[config.mk]
export PLATFORM = sky130hd
export DESIGN_NAME = hazard_control_unit
export DESIGN_NICKNAME = d
export VERILOG_FILES = /design/src/rtl/hazard_pkg.sv /design/src/rtl/hazard_perf_counter.sv /design/src/rtl/hazard_control_unit.sv
export SDC_FILE = /design/constraint.sdc
export NUM_CORES = 1
export LEC_CHECK = 0
export CORE_MARGIN = 2
export CORE_UTILIZATION = 43
export CTS_CLUSTER_DIAMETER = 30
export CTS_CLUSTER_SIZE = 24
export DETAILED_ROUTE_END_ITERATION = 16
export PLACE_DENSITY = 0.79
export SYNTH_ARGS = -nofsm -noshare
export SYNTH_HDL_FRONTEND = slang
export SYNTH_SLANG_ARGS = --single-unit
[constraint.sdc]
create_clock -name clk -period 3.6 [get_ports clk]
set_input_delay 1.08 -clock clk [delete_from_list [all_inputs] [get_ports clk]]
set_output_delay 1.08 -clock clk [all_outputs]
set_load 0.01 [all_outputs]
[src/rtl/hazard_pkg.sv]
// Shared definitions for the hazard control unit: FSM states, register-zero
// constant, flush-length limit and the load-use match helper.
package hazard_pkg;

    typedef enum logic [1:0] {
        RUN     = 2'd0,
        FLUSH   = 2'd1,
        MD_WAIT = 2'd2
    } state_t;

    localparam logic [4:0]  REG_ZERO         = 5'd0;
    localparam int unsigned FLUSH_CYCLES_MAX = 4;

    // x0 is hardwired to zero, so a load targeting it never creates a hazard.
    function automatic logic load_use_hit(
        input logic       mem_read,
        input logic [4:0] rd,
        input logic [4:0] rs1,
        input logic [4:0] rs2
    );
        return mem_read && (rd != REG_ZERO) && ((rd == rs1) || (rd == rs2));
    endfunction

endpackage

[src/rtl/hazard_perf_counter.sv]
// Saturating performance counter with increment enable and synchronous clear.
module hazard_perf_counter #(
    parameter int unsigned CNT_W = 16
) (
    input  logic             clk,
    input  logic             clr,
    input  logic             inc,
    output logic [CNT_W-1:0] count
);

    always_ff @(posedge clk) begin
        if (clr) begin
            count <= '0;
        end else if (inc && (count != '1)) begin
            count <= count + {{(CNT_W-1){1'b0}}, 1'b1};
        end
    end

endmodule

[src/rtl/hazard_control_unit.sv]
// Pipeline hazard control: load-use stall, branch flush, optional mul/div hold.
// Define HAZARD_MULDIV_EN to add the mul/div ports, MD_WAIT state and ex_hold.
module hazard_control_unit #(
    parameter int unsigned FLUSH_CYCLES = 1,
    parameter int unsigned CNT_W        = 16
) (
    input  logic             clk,
    input  logic             rst,
    input  logic [4:0]       rs1_if_id,
    input  logic [4:0]       rs2_if_id,
    input  logic [4:0]       rd_id_ex,
    input  logic             mem_read_id_ex,
    input  logic             reg_write_id_ex,
    input  logic             branch_taken_ex,
`ifdef HAZARD_MULDIV_EN
    input  logic             muldiv_start_id_ex,
    input  logic             muldiv_done,
`endif
    output logic             pc_write,
    output logic             if_id_write,
    output logic             if_id_flush,
    output logic             id_ex_flush,
    output logic             ex_hold,
    output logic [CNT_W-1:0] stall_count
);

    import hazard_pkg::*;

    localparam logic [2:0] RELOAD = 3'(FLUSH_CYCLES - 1);

    state_t     state_q, state_d;
    logic [2:0] cnt_q, cnt_d;
    logic       load_use;
    logic       unused_reg_write;

    // Hazard detection only needs mem_read; reg_write is carried for interface compatibility.
    assign unused_reg_write = reg_write_id_ex;
    assign load_use = load_use_hit(mem_read_id_ex, rd_id_ex, rs1_if_id, rs2_if_id);

    always_comb begin
        pc_write    = 1'b1;
        if_id_write = 1'b1;
        if_id_flush = 1'b0;
        id_ex_flush = 1'b0;
`ifdef HAZARD_MULDIV_EN
        ex_hold     = 1'b0;
`endif
        state_d     = state_q;
        cnt_d       = cnt_q;

        if (rst) begin
            pc_write    = 1'b0;
            if_id_write = 1'b0;
            if_id_flush = 1'b1;
            id_ex_flush = 1'b1;
        end else begin
            case (state_q)
                RUN: begin
                    if (branch_taken_ex) begin
                        if_id_flush = 1'b1;
                        id_ex_flush = 1'b1;
                        if (FLUSH_CYCLES > 1) begin
                            state_d = FLUSH;
                            cnt_d   = RELOAD;
                        end
`ifdef HAZARD_MULDIV_EN
                    end else if (muldiv_start_id_ex) begin
                        state_d = MD_WAIT;
`endif
                    end else if (load_use) begin
                        pc_write    = 1'b0;
                        if_id_write = 1'b0;
                        id_ex_flush = 1'b1;
                    end
                end
                FLUSH: begin
                    // Load-use is ignored here: the IF/ID instruction is being discarded.
                    if_id_flush = 1'b1;
                    if (branch_taken_ex) begin
                        id_ex_flush = 1'b1;
                        cnt_d       = RELOAD;
                    end else if (cnt_q <= 3'd1) begin
                        state_d = RUN;
                        cnt_d   = '0;
                    end else begin
                        cnt_d = cnt_q - 3'd1;
                    end
                end
`ifdef HAZARD_MULDIV_EN
                MD_WAIT: begin
                    if (muldiv_done) begin
                        state_d = RUN;
                    end else begin
                        pc_write    = 1'b0;
                        if_id_write = 1'b0;
                        ex_hold     = 1'b1;
                    end
                end
`endif
                default: begin
                    state_d = RUN;
                    cnt_d   = '0;
                end
            endcase
        end
    end

`ifndef HAZARD_MULDIV_EN
    assign ex_hold = 1'b0;
`endif

    always_ff @(posedge clk) begin
        if (rst) begin
            state_q <= RUN;
            cnt_q   <= '0;
        end else begin
            state_q <= state_d;
            cnt_q   <= cnt_d;
        end
    end

    hazard_perf_counter #(
        .CNT_W(CNT_W)
    ) u_stall_counter (
        .clk  (clk),
        .clr  (rst),
        .inc  (~pc_write),
        .count(stall_count)
    );

endmodule

==> flow_metrics.tcl <==
set metrics [dict create \
    syn_area_um2 1055 \
    drv_slew 0 \
    antenna_cells 0 \
    largestRegisters "u_stall_counter.count x16" \
    vias_per_cell 5.617 \
    io_buffer_count 38 \
    cts_hold_buf 0 \
    synth_edf_count 0 \
    hold_path_depth 2 \
    dpl.hpwl_um 2208 \
    post-route-period-util 0.9780 \
    htree_levels 1 \
    min_period_ns 3.521 \
    dieArea_um2 2865 \
    critical_path_arrival_ns 2.44 \
    r2r_cells 5 \
    synth_compound_area_frac 0.1993 \
    overflow 0 \
    antenna_found_initial 0 \
    clock_latency_ns 0.29 \
    cts-root-buf "clkbuf_4" \
    maxCapViolations 0 \
    fp-row-count 17 \
    synth_cells 129 \
    critPathKind "input port to primary output" \
    cts_tree "yes" \
    r2r-end "u_stall_counter.count[11]" \
    startpoint_type "input port" \
    nNetsFinal 200 \
    cts_buffers 3 \
    p_per_area_nw_per_um2 233.5 \
    fp.dieW_um 53.53 \
    ant_nets 0 \
    drcViolationCount 0 \
    r2r-start "u_stall_counter.count[3]" \
    drive_gt1_frac 0.2022 \
    ioPinCount 41 \
    hp-start "u_stall_counter.count[11]" \
    async_flop_share 0 \
    hold_viol_final 0 \
    core-area_um2 2276 \
    gp_congestion 0.7804 \
    synthAdderAreaFrac 0.01186 \
    clock-skew-final_ns 0.001812 \
    clkTransAtPathRegs_ns 0.10 \
    wire_per_inst_um 14.09 \
    hp-class "register to register" \
    grt_pass1_vias 1043 \
    dr_total_vias 1157 \
    power_mw 0.3707 \
    synth_top_family_by_area "simple AND/OR/NAND/NOR gates" \
    crit_required_ns 2.52 \
    yosys-top-cells-area "dfxtp_1 30%, xor2_1 8.3%, or4_1 7.8%" \
    synth_warnings 0 \
    largest_reg_flops 16 \
    finalSetupViolations 0 \
    grt_pass1_wl_um 4588 \
    synth_cell_types 35 \
    ys_seq_area_frac 0.3037 \
    die_y_um 53.53 \
    synth_ff_type "dfxtp_1" \
    dr.pass1.iters 4 \
    synth.top_cell.area_share 0.3037 \
    wirelength_um 2903 \
    end_kind "primary output" \
    grt_usage 0.2158 \
    yosysMostFrequentCell "dfxtp_1" \
    postSynthAreaPerCell_um2 8.176 \
    synth-seq-cells 16 \
    rrSetupSlack_ns 1.40 \
    synth-xor-area-share 0.08304 \
    outcome "complete, no violations" \
    yosys.area.top_type "dfxtp_1" \
    post-route-util 0.6976 \
    synthTopCellsByCount "16 x dfxtp_1, 15 x a21oi_1, 11 x or4_1" \
    synthMuxAreaShare 0.01068 \
    first_iter_violations 25 \
    cts_sinks 16 \
    grt_max_degree 18 \
    peakVddDrop_mv 0.2057 \
    area_growth_pct 50.53 \
    start_util 0.4634 \
    syn_nets 150 \
    min_to "u_stall_counter.count[11]" \
    timing.fmax_ghz 0.2840 \
    worstPathMaxFanout 2 \
    synthSimpleGateAreaFrac 0.3488 \
    regMostFlops "u_stall_counter.count" \
    clock_path_buffers 2 \
    p_leak_nw 0.5792 \
    rsz0062_at_grt "false" \
]
per-stage QoR:
stage	hold slack [ns]	cells	setup slack [ns]	cell area, um2	TNS, ns
6_report	0.4965	206	0.07919	1588	0
5_1_grt	0.5339	206	0.002569	1588	0
4_1_cts	0.5038	205	0.01355	1568	0
3_5_place_dp	0.4901	200	-0.6534	1534	-1.783
3_3_place_gp	0.4773	200	-0.6291	1534	-1.748
2_1_floorplan	0.5042	129	0.07571	1056	0
worst max-delay path, cell delays in order:
cell	delay (ns)
dlygate4sd2_1	0.24
or4_4	0.52
o21a_1	0.20
nand2b_1	0.10
nor2_1	0.05
nor2_1	0.10
buf_2	0.15
layer usage:
layer / global-route usage / vias up / part of all wire
li1: - / 590 / -
met1: 0.2857 / 541 / 0.45
met2: 0.3580 / 21 / 0.51
met3: 0.03390 / 5 / 0.026
met4: 0.06410 / 0 / 0.011
met5: 0 / - / 0
layout make-up:
cell class	instances	area, um2
multi-input cells	104	706.9
repair buffers	54	489.2
well taps	28	35.03
clock buffers	4	36.28
flip-flops and latches	16	320.3
fillers	197	688.2
how the worst max path moves through the flow:
stage	start	end	slack (ns)	cells past startpoint
2_1_floorplan	rs2_if_id[3]	pc_write	0.08	8
3_3_place_gp	rd_id_ex[1]	if_id_write	-0.63	7
3_5_place_dp	rd_id_ex[1]	pc_write	-0.65	7
4_1_cts	rd_id_ex[1]	pc_write	0.01	7
5_1_grt	rd_id_ex[3]	pc_write	0.003	7
6_report	rd_id_ex[3]	pc_write	0.08	7
cell families after synthesis:
kind of cell | after synthesis
AO/OA/AOI/OAI | 34
buffers and inverters | 9
adder cells (fa/ha/maj) | 1
AND/OR/NAND/NOR | 57
other | 1
multiplexers | 1
XOR/XNOR | 10
flip-flops | 16
where the power goes:
| part | internal [mW] | leakage [nW] | switching, mW |
|---|---|---|---|
| Sequential | 0.177 | 0.129 | 0.000305 |
| Clock | 0.0617 | 0.0210 | 0.0597 |
| Combinational | 0.0386 | 0.429 | 0.0333 |
layout by cell type, fill, tap and decap left out, types with 2 or more instances in the layout:
cell type	count
clkdlybuf4s50_1	26
buf_4	16
dfxtp_1	16
a21oi_1	15
xor2_1	10
o31ai_1	10
or4_1	10
nand2_1	8
nor2_1	6
nand3_1	6
dlymetal6s2s_1	5
o21ai_0	4
and4_1	3
clkbuf_4	3
dlygate4sd2_1	3
buf_2	3
nand4_1	2
nand3b_1	2
and2_1	2
o41ai_1	2
or4b_2	2
nand4b_1	2
or3_1	2
timing repair:
item                                   in CTS  in global routing
buffers inserted                            1                  1
endpoints found under the hold margin       0                  0
pin swaps                                   5                  9
cloned                                      0                  0
gates resized for setup                    19                  7
setup endpoints to repair                   3                  3
(Power assumes the default switching activity.)
==> patch 1: new RTL, same flow settings <==
The option `HAZARD_MULDIV_EN` is turned on by a define.
--- a/src/rtl/hazard_control_unit.sv
+++ b/src/rtl/hazard_control_unit.sv
@@ -2,2 +2,4 @@
 // Define HAZARD_MULDIV_EN to add the mul/div ports, MD_WAIT state and ex_hold.
+`define HAZARD_MULDIV_EN
+
 module hazard_control_unit #(
Ports: changed (added muldiv_done and muldiv_start_id_ex); port bits go from 41 to 43. No check against the original RTL was run, so the function may have changed too.
==> patch 1 against the original RTL <==
Wire length shrank 5.6%. Count of clock-buffer cells in the layout is the same. Global-route usage grew 0.25 points. Combinational power grew 17%. Critical path depth grew 1. Synthesized cell count shrank 0.78%. Sequential cell count grew 1. Area after synthesis shrank 3.6%. Power grew 3.1%. Worst setup slack gained 24 ps. Cell area grew 2.8%. Critical path type unchanged. Sequential power grew 8%.
==> patch 1: results (changes against the original RTL) <==
sequential fraction of the synthesis area 0.335 (+0.0309); Clock transition at path regs 100 ps (about the same); Starting DRT DRC Count 32 (+28%); Fin Clk Skew 2.62 ps (+0.813 ps); # fillers 181 (-8.1%); DRC Markers 0 (unchanged); share of layout cells above drive strength 1 0.169 (-0.0328); total length of routed wires 2740 um (-5.6%); CTS Root Buffer Type clkbuf_4; worst min-delay path class reg -> reg; Mapped Nets 151 (+0.67%); Max-slew headroom 0.592; nets 207 (+3.5%); GPL Wtd Cong 0.802 (+2.8%); H-tree Lvls 1 (unchanged); pre-CTS setup slack -514 ps (+139 ps); Tcrit/Tclk final 0.971 (-0.00666); Lkg Pwr 0.609 nW (+5.1%); top flop regs u_stall_counter.count (16), state_q (1); Final HPWL DP 2160 um (-2.3%); Post-synth ARST share 0 (unchanged); Ys Warns 0 (unchanged); drt pass-1 iters 4 (unchanged); global-route wire length before repair 4460 um (-2.9%); largest net degree at the start of global routing 15 (-3); most frequent cells after synthesis 17 x dfxtp_1, 16 x a21oi_1, 11 x nand3_1; DR vias 1163 (+0.52%); status complete, no violations; CTS Buffer Depth 2 (unchanged); Clock Latency Late Sink roughly 300 ps; Diodes inserted 0 (unchanged); CTS buffer count 3 (unchanged); Synth area leaders dfxtp_1 33%, xnor2_1 8.6%, a21oi_1 7.9%, nand3_1 5.4%, or4_1 5.2%; CP max FO 2 (unchanged); Port Buffers 41 (+7.9%); antenna violations before repair 0 (unchanged); synth unique cells 33 (-5.7%); Max Transition Viols Final 0 (unchanged); Total GRT Usage 0.218 (+0.00253); Worst VDD drop 0.145 mV (-29%); vias in the first global route 1077 (+3.3%); reg2reg setup slack approximately 1400 ps
-- patch 1: changes by cell type after synthesis, moves of 3 or more --
cell	change
and4_1	-3
clkbuf_1	-5
inv_1	+4
nand3_1	+5
o31ai_1	-4
or3_1	+4
or4_1	-4
xnor2_1	+10
xor2_1	-9
-- patch 1: power by group --
group | internal (mW) | switching (mW)
Combinational | 0.0506 | 0.0334
Clock | 0.0433 | 0.0642
Sequential | 0.189 | 0.00145
Total | 0.283 | 0.0990
-- patch 1: final timing paths --
check,end,depth (start not counted),from
worst max-delay path,if_id_write,8,rs2_if_id[4]
worst min-delay path,u_stall_counter.count[11]$_SDFFE_PP0P_,2,u_stall_counter.count[11]$_SDFFE_PP0P_
worst max register to register,u_stall_counter.count[5]$_SDFFE_PP0P_,7,u_stall_counter.count[0]$_SDFFE_PP0P_
worst min register to register,u_stall_counter.count[11]$_SDFFE_PP0P_,2,u_stall_counter.count[11]$_SDFFE_PP0P_
-- patch 1: per-stage QoR --
| stage | hold slack (ps) | utilization | power [mW] | cell area (um^2) | instances |
|---|---|---|---|---|---|
| after floorplan | 508 | - | 0.226 | 1020 | 128 |
| after global placement | 482 | 0.687 | 0.270 | 1540 | 205 |
| after detailed placement | 493 | 0.687 | 0.273 | 1540 | 205 |
| after CTS | 508 | 0.717 | 0.380 | 1600 | 211 |
| after global routing | 543 | 0.731 | 0.398 | 1630 | 211 |
| final | 516 | 0.731 | 0.382 | 1630 | 211 |
-- patch 1: cell type report --
| cell class | instances | share of cell area |
|---|---|---|
| clock buffer | 4 | 0.0161 |
| sequential | 17 | 0.209 |
| timing repair buffer | 56 | 0.324 |
| inverter | 4 | 0.00920 |
| multi-input combinational | 102 | 0.420 |
| tap | 28 | 0.0215 |
-- patch 1: timing repair --
action | 4_1_cts | 5_1_grt
hold buffers | 0 | 0
pin swaps | 3 | 2
endpoints found under the setup margin | 3 | 3
buffers inserted | 2 | 0
endpoints found under the hold margin | 0 | 0
gates cloned | 0 | 0
resized for setup | 25 | 7
-- patch 1: cells by family (layout without fill, tap and decap cells) --
group	Yosys count	after routing	share of synthesized area
adders and majority gates	1	1	0.0123
AOI/OAI and AO/OA	35	35	0.216
DFF	17	17	0.335
buffers and inverters	9	64	0.0394
muxes	2	2	0.0209
xor gates and xnor gates	11	11	0.0947
and+or+nand+nor	53	53	0.282
-- patch 1: critical path: stages --
cell and delay [ps]:
clkdlybuf4s50_1 450, xnor2_2 140, nand3_1 90, o22ai_2 80, buf_4 150, a21boi_4 130, nor2b_4 180, buf_6 110
-- patch 1: per-layer routing --
layer	GRT usage	up-vias	wire length [um]	share of wire
li1	-	580	-	-
met1	0.228	535	1030	0.37
met2	0.433	43	1510	0.55
met3	0.0200	5	152	0.055
met4	0.0897	0	51	0.019
met5	0	-	0	0
==> patch 2: new RTL, same settings <==
Without the edit above. Make the reset (`rst`) asynchronous in one clocked block.
--- a/src/rtl/hazard_control_unit.sv
+++ b/src/rtl/hazard_control_unit.sv
@@ -111,3 +111,3 @@
 
-    always_ff @(posedge clk) begin
+    always_ff @(posedge clk or posedge rst) begin
         if (rst) begin
Check against the original RTL: same outputs for any inputs over 10 cycles, from zero or initial values and one cycle with rst high; that may be too few to reach the edited logic, so the function may still have changed.
==> patch 2 against the original RTL <==
Area after synthesis up 0.95%. Core utilization shrank 5.8 points. Cell count is 2.4% lower. Wire length down 3.7%. Combinational power is 5.1% lower. Worst setup slack improved by 32 ps. First-iteration DRC count increased by 40%. Clock skew increased by 6.9 ps. Via count is 0.17% higher. Cell area down 2.9%. Synthesized cell count stayed put. Power is 0.95% lower. Register-to-register slack improved by 280 ps. Sequential cell count is the same. Critical path type unchanged. Largest power group unchanged. Highest routed layer unchanged.
==> patch 2: results (changes against the original RTL) <==
status complete, no violations; Worst VDD drop 0.219 mV (+6.7%); pre-CTS setup slack -549 ps (+104 ps); nonclk inv count 2 (+2); Data buffer area share 0.279 (-0.0289); Hold Crit Start u_stall_counter.count[6]$_SDFFE_PP0P_; Setup Fix Bufs, Post-CTS 0 (-1); Setup crit start rs2_if_id[3]; CTS resizes 17 (-2); multi-input gate share of total cell area 0.460 (+0.0150); # fillers 203 (+3.0%); Synth Area in Adders 0.0118 (-0.000112); share of layout cells above drive strength 1 0.170 (-0.0327); GPL Wtd Cong 0.775 (-0.65%); FF-to-FF Start u_stall_counter.count[0]$_SDFFE_PP0P_; mux cell area share after synthesis 0.0247 (+0.0140); Synth area leaders dfxtp_1 30%, xor2_1 8.2%, a21oi_1 5.6%, o31ai_1 5.6%, or4_1 5.6%; layout overhead on the synthesized area 44.8%; fin cells 201 (-2.4%); synth unique cells 38 (+8.6%); hold path endpoint u_stall_counter.count[6]$_SDFFE_PP0P_; Lkg Pwr 0.529 nW (-8.7%); most frequent cells after synthesis 16 x dfxtp_1, 12 x a21oi_1, 10 x xor2_1; Setup WS post-layout 111 ps (+32.2 ps); Total GRT Usage 0.203 (-0.0125); placed inst area 0.00149 mm^2 (-2.9%); global-route wire length before repair 4370 um (-4.8%); Synth Area in Compound Gates 0.209 (+0.00988)
[patch 2: cell types whose count changed after synthesis, sizes merged, moves of 3 or more]
cell    before  now
clkbuf       7    3
or4         12    9
nor3         2    6
a21oi       15   12
buf          2    5
nand4        2    6
[patch 2: cell families after synthesis]
group           after synthesis
simple gates                 57
compound gates               32
flops                        16
xor+xnor                     10
buf+inv                      10
mux                           2
fa+ha+maj                     1
other cells                   1
[patch 2: routing by layer]
metal | GRT usage | vias up | wire length, um | part of all wire
met3 | 0.0306 | 6 | 252 | 0.090
met2 | 0.364 | 55 | 1370 | 0.49
met1 | 0.242 | 532 | 1120 | 0.40
met4 | 0.0769 | 0 | 46 | 0.016
met5 | 0 | - | 0 | 0
li1 | - | 566 | - | -
[patch 2: report_power, final]
part / internal, mW / switching (mW)
sequential: 0.177 / 0.000245
clock: 0.0617 / 0.0600
combinational: 0.0345 / 0.0337
